### config.mk
export PLATFORM = sky130hd
export DESIGN_NAME = memory_ram
export DESIGN_NICKNAME = d
export VERILOG_FILES = /design/src/rtl/memory_ram.sv
export SDC_FILE = /design/constraint.sdc
export NUM_CORES = 1
export LEC_CHECK = 0
export ABC_AREA = 1
export ABC_CLOCK_PERIOD_IN_PS = 1600
export CAP_MARGIN = 30
export CELL_PAD_IN_SITES_DETAIL_PLACEMENT = 1
export CELL_PAD_IN_SITES_GLOBAL_PLACEMENT = 1
export CORE_MARGIN = 4
export CORE_UTILIZATION = 43
export DETAILED_ROUTE_END_ITERATION = 8
export PLACE_DENSITY = 0.78
export SETUP_SLACK_MARGIN = 0.02
export SLEW_MARGIN = 20
export SYNTH_ARGS = -nofsm -noshare
export SYNTH_HDL_FRONTEND = slang
export SYNTH_SLANG_ARGS = --single-unit
### constraint.sdc
create_clock -name clk -period 1.6 [get_ports clk]
set_clock_uncertainty 0.05 [all_clocks]
set_input_delay 0.24 -clock clk [delete_from_list [all_inputs] [get_ports clk]]
set_output_delay 0.24 -clock clk [all_outputs]
set_load 0.02 [all_outputs]
### src/rtl/memory_ram.sv
// Word-addressed register-file RAM: combinational read, rising-edge write,
// asynchronous active-low clear of every word.
module memory_ram #(
    parameter int ADDR_BITS = 3,
    parameter int DATA_W    = 32
) (
    input  logic              clk,
    input  logic              rst_n,
    input  logic              we,
    input  logic [31:0]       A,
    input  logic [DATA_W-1:0] WD,
    output logic [DATA_W-1:0] RD
);

    localparam int DEPTH = 1 << ADDR_BITS;

    logic [ADDR_BITS-1:0] word_idx;
    logic [DATA_W-1:0]    mem [0:DEPTH-1];

    // Upper address bits alias the array and are deliberately dropped.
    logic unused_addr_bits;

    assign word_idx         = A[ADDR_BITS-1:0];
    assign unused_addr_bits = ^A[31:ADDR_BITS];

    // Flops rather than block RAM: every word must clear asynchronously and
    // the read path is purely combinational.
    genvar gi;
    generate
        for (gi = 0; gi < DEPTH; gi++) begin : g_word
            logic [DATA_W-1:0] word_reg;
            logic              hit;

            assign hit = we && (word_idx == ADDR_BITS'(gi));

            always_ff @(posedge clk or negedge rst_n) begin
                if (!rst_n) begin
                    word_reg <= '0;
                end else if (hit) begin
                    word_reg <= WD;
                end
            end

            assign mem[gi] = word_reg;
        end
    endgenerate

    assign RD = mem[word_idx];

endmodule

==> results of run 1 <==
-- critical path, cell delays in order (launching register included) --
cell and delay (ns):
dfrtp_1 0.40, nand2_2 0.09, nand2_2 0.06, nand2_2 0.06, nand2_1 0.06, nand2_2 0.07, nand2_2 0.07, buf_6 0.13
-- kinds of logic (layout without fill, tap and decap cells) --
group | count (synthesis) | count (layout) | share of synthesized area [%]
and+or+nand+nor | 941 | 941 | 29.86
AOI/OAI and AO/OA | 256 | 256 | 10.71
DFF | 256 | 256 | 53.57
buffers and inverters | 167 | 323 | 5.849
-- what timing repair did --
action / in CTS / in global routing
cloned: 0 / 0
gates resized for setup: 211 / 17
buffers inserted: 22 / 37
setup endpoints to repair: 32 / 32
hold buffers: 1 / 0
endpoints found under the hold margin: 256 / 0
pin swaps: 96 / 49
-- cell type report --
cell class	instances	share of cell area [%]
inverters	69	1.722
repair buffers	201	14.03
well taps	372	3.066
clock buffers	42	5.563
multi-input cells	1197	32.57
clock inverters	11	0.8571
flip-flops and latches	256	42.20
-- how the worst max path moves through the flow --
stage | startpoint | endpoint | cells after the start
3_3_place_gp | A[0] | RD[9] | 10
6_report | g_word[4].word_reg[27] | RD[27] | 7
5_1_grt | g_word[2].word_reg[27] | RD[27] | 7
3_5_place_dp | A[0] | RD[21] | 10
4_1_cts | g_word[4].word_reg[27] | RD[27] | 7
2_1_floorplan | A[0] | RD[10] | 10
-- cells in the mapped netlist --
library cell and instances:
buf_1 15, buf_2 46, buf_4 3, clkbuf_1 31, clkbuf_2 3, dfrtp_1 256, inv_1 67, inv_2 2
nand2_1 930, nand2_2 5, nand3_2 1, nor2_1 3, nor2_4 1, nor3_4 1, o21ai_0 251, o21ai_1 5
-- routing by layer --
metal	GRT usage [%]	wire [um]	vias up
met5	0	0	-
met4	5.630	810	0
met3	2.402	1097	53
met2	42.61	18520	166
met1	33.33	17240	5564
li1	-	-	5273
-- metrics by stage --
step	cell area, sq um	hold slack (ns)	util (%)	cells
after CTS	14860	0.08032	54.69	2111
after global placement	13620	0.05450	50.13	2035
final	15180	0.09803	55.87	2148
after global routing	15180	0.1110	55.87	2148
after floorplan	11960	-0.1056	-	1620
after detailed placement	13620	0.05258	50.13	2035
-- report_power, final --
| group | switching [mW] | internal (mW) |
|---|---|---|
| Clock | 2.67 | 4.12 |
| Sequential | 0.686 | 7.71 |
| Combinational | 2.24 | 1.82 |
| Total | 5.59 | 13.6 |
==> metrics.txt, run 1 <==
status complete, but fails checks; failing checks setup timing; Min-Delay Path Class in2async; fin crit period between 1.5 and 2 ns; # setup viols final 32; setup TNS -3.602 ns; Tcrit/Tclk final 110.2%; Total Power ~19 mW; Vias between 10,000 and 15,000; FF-to-FF End g_word[2].word_reg[3]; Area Growth Syn to Fin 26.96%; layout cells sized above 1 between 10 and 15%; #FFs+latches synth 256; vias in the first global route about 12,000; WL/cell approximately 18 um; antenna-violating nets left 0; area leader, netlist dfrtp_1; Final Hold Fails 0; CTS Buffer Depth 3; H-tree depth 1; CTS Buf Count 29; Die Y ~170 um; worst rel slew slack 73.51%; root buf cell clkbuf_16; data required time at the worst endpoint between 1 and 1.5 ns; first-pass GRT wire length a little over 60,000 um; Yosys warnings 0; initial antenna violation count 0; top post-synthesis cells by area dfrtp_1 54%, nand2_1 29%, o21ai_0 11%, inv_1 2.1%, buf_2 1.9%; worst r2r src g_word[2].word_reg[3]; Worst-path clk slew roughly 0.06 ns; CTS tree done; Worst-Skew Late Latency between 0.5 and 0.6 ns; worst-path maximum fanout 2; worst reg2reg setup slack between 0.6 and 0.7 ns; sequential share of the synthesized area 53.57%; critical path class reg2out; vias per cell 5.147; Initial Util between 40% and 50%; # nets final approximately 1,800; R2R cell count 4; Antenna diodes 0; RSZ-0062 raised after global routing yes; first-pass detailed-route iteration total 5; Largest register FFs 256; crit path launch type flip-flop; synth unique cells 16; critical path arrival roughly 1.5 ns; core area approximately 27,000 sq um; Die Width roughly 170 um; Leak 8.054 nW; nature of the critical path endpoint output port; Detailed Route WL 37,660 um; post-DP HPWL 23,060 um; share of the synthesized area in the top cell type between 50 and 60%; drt drc 0; max cap viols 0; Register Area ~6400 sq um; Num Clock Sinks ~260; Global Route Usage Sum around 24%; fin. max-slew vios 0; setup slack at placement -0.5477 ns; FP Rows 60; Iter 0 DRT Violations 849; syn nets roughly 1,700; final worst slack -0.1634 ns; most frequent cells in the layout 893 x nand2_1, 256 x dfrtp_1, 251 x o21ai_0; DIE AREA approximately 31,000 sq um; area of the multi-input gates between 4000 and 5000 sq um; IO buf count 69; fmax 567.1 MHz; commonest non-fill, non-tap cell in the layout nand2_1; Worst VDD drop 0.8979 mV; fillcell total 3,364; Cell Area, Synth approximately 12,000 sq um; grt ovf 0; Worst-Margin Slew roughly 0.4 ns; largest net degree at the start of global routing 73; num ports slightly below 100; routability cong. between 0.7 and 0.8; Synth Instances 1,620; Cell Pwr Density approximately 1300 nW/um^2; syn_area_per_cell 7.381 sq um
No activity file was read; power rests on OpenSTA's default activity.
==> run 2: changes to the inputs <==
- PLACE_DENSITY: 0.78 -> not set
- PLACE_DENSITY_LB_ADDON: not set -> 0.1
==> run 2 against run 1 <==
Compared with the run above:
- the run still ends with setup timing left
- utilization up 0.41 points
- count of clock-buffer cells in the layout did not move
- critical path type unchanged
- sequential power about the same
- cell count rose by 0.14%
- first-iteration DRC count shrank 35%
- flip-flop and latch count did not move
- wire length is 0.43% lower
- worst hold slack better by 0.018 ns
- sequential share of layout area is 0.31 points lower
- largest power group unchanged
- largest cell class unchanged
- design area rose by 0.73%
==> metrics.txt, run 2 (same netlist as run 1, synthesis figures left out) <==
vias in the first global route 11,761 (+1.7%); commonest non-fill, non-tap cell in the layout nand2_1; Total Power 19.66 mW (+2.2%); Tcrit/Tclk final 111.1% (+0.88 points); Area Growth Syn to Fin 27.90%; Worst-path clk slew 0.06 ns (about the same); # nets final 1,822 (+0.055%); Cell Pwr Density 1286 nW/um^2 (+1.5%); final worst slack -0.1775 ns (-0.01407 ns); num ports 99 (unchanged); CTS tree done; crit path launch type flip-flop; Sw Ratio 28.79% (-0.27 points); Global Route Usage Sum 24.82% (+0.34 points); vias per cell 5.087 (-1.2%); IO buf count 69 (unchanged); fin crit period 1.777 ns (+0.01407 ns); Min-Delay Path Class in2async; setup slack at placement -0.5245 ns (+0.02326 ns); Final Hold Fails 0 (unchanged); core area 27,180 sq um (unchanged); Worst-Margin Slew 0.3439 ns (-0.05347 ns); RSZ-0062 raised after global routing yes; DIE AREA 30,540 sq um (unchanged); most frequent cells in the layout 899 x nand2_1, 256 x dfrtp_1, 251 x o21ai_0; first-pass detailed-route iteration total 4 (-1); fmax 562.6 MHz (-0.79%); initial antenna violation count 0 (unchanged); antenna-violating nets left 0 (unchanged); Internal Power 14.00 mW (+2.6%); max cap viols 0 (unchanged); sequential fraction of design power 42.7% (-0.9 points); root buf cell clkbuf_16; critical path class reg2out; fin. max-slew vios 0 (unchanged); failing checks setup timing; largest net degree at the start of global routing 62 (-15%); FP Rows 60 (unchanged); CTS Buf Count 30 (+3.4%); WL/cell 17.43 um (-0.57%); grt ovf 0 (unchanged); Vias 10,942 (-1.0%); routability cong. 0.7491 (-1.6%); Largest register FFs 256 (unchanged); Detailed Route WL 37,500 um (-0.43%); first-pass GRT wire length 62,230 um (+1.3%); Clock power frac 36.6% (+1.3 points); critical path arrival 1.49 ns (+0.02 ns); Antenna diodes 0 (unchanged); nature of the critical path endpoint output port; worst-path maximum fanout 2 (unchanged); Worst-Skew Late Latency 0.55 ns (+0.02 ns); Num Clock Sinks 256 (unchanged); # setup viols final 32 (unchanged); Initial Util 44.00% (unchanged); status complete, but fails checks; Leak 8.113 nW (+0.73%); drt drc 0 (unchanged); Iter 0 DRT Violations 556 (-35%); worst rel slew slack 77.07% (+3.6 points); sw power 5.662 mW (+1.2%); CTS Buffer Depth 3 (unchanged); H-tree depth 1 (unchanged); Worst VDD drop 0.7526 mV (-16%); hold_ws 0.1156 ns (+0.01760 ns); Comb power frac 20.7% (-0.4 points); Die Y 174.8 um (unchanged); Die Width 174.8 um (unchanged); post-DP HPWL 23,100 um (+0.19%); layout cells sized above 1 14.56% (-0.14 points); data required time at the worst endpoint 1.31 ns (about the same)
[run 2: path summary, 6_finish.rpt]
kind	from	end	slack, ns	depth (start not counted)
setup / recovery	g_word[7].word_reg[14]	RD[14]	-0.18	7
hold / removal	rst_n	g_word[5].word_reg[10]	0.12	2
setup reg to reg	g_word[1].word_reg[12]	g_word[1].word_reg[12]	0.62	4
hold reg to reg	g_word[0].word_reg[23]	g_word[0].word_reg[23]	0.43	2
max in group asynchronous	rst_n	g_word[4].word_reg[23]	0.74	3
min in group clk	WD[12]	g_word[7].word_reg[12]	0.23	3
[run 2: layout make-up]
cell class                      count  area (sq um)
Multi-Input combinational cell   1197          4930
Inverter                           69         261.5
Timing Repair Buffer              201          2180
Clock inverter                     14         173.9
Tap cell                          372         465.4
Clock buffer                       42         877.1
Fill cell                        3361         11880
Sequential cell                   256          6406
[run 2: power by group through the flow]
stage | registers [mW] | logic [mW] | clock network, mW
after detailed placement | 8.48 | 3.50 | 0
after global placement | 8.44 | 3.33 | 0
after CTS | 8.38 | 3.88 | 7.34
final | 8.40 | 4.06 | 7.20
after global routing | 8.55 | 4.65 | 7.66
after floorplan | 8.29 | 2.19 | 0
[run 2: critical path: stages (launching register included)]
cell	delay, ns
dfrtp_1	0.39
nand2_1	0.07
nand2_1	0.06
nand2_1	0.06
nand2_1	0.06
nand2_1	0.08
nand2_2	0.08
buf_6	0.14
[run 2: what timing repair did]
item | in CTS | in global routing
hold buffers | 1 | 0
gates resized for setup | 205 | 18
hold endpoints to repair | 256 | 0
pin swaps | 99 | 42
buffers inserted | 36 | 30
endpoints found under the setup margin | 32 | 32
[run 2: metrics by stage]
stage                     area, sq um  setup TNS (ns)  util (%)  instances
final                           15290          -3.975     56.28       2151
after global routing            15290          -7.018     56.28       2151
after CTS                       15020          -4.718     55.28       2121
after detailed placement        13620          -55.06     50.12       2028
after global placement          13620          -45.93     50.12       2028
after floorplan                 11960               0         -       1620
[run 2: per-layer routing]
metal | global-route usage, % | share of wire [%] | vias up
met2 | 43.73 | 49 | 148
met4 | 4.550 | 1.9 | 0
li1 | - | - | 5280
met5 | 0 | 0 | -
met3 | 2.640 | 2.9 | 53
met1 | 33.72 | 46 | 5461
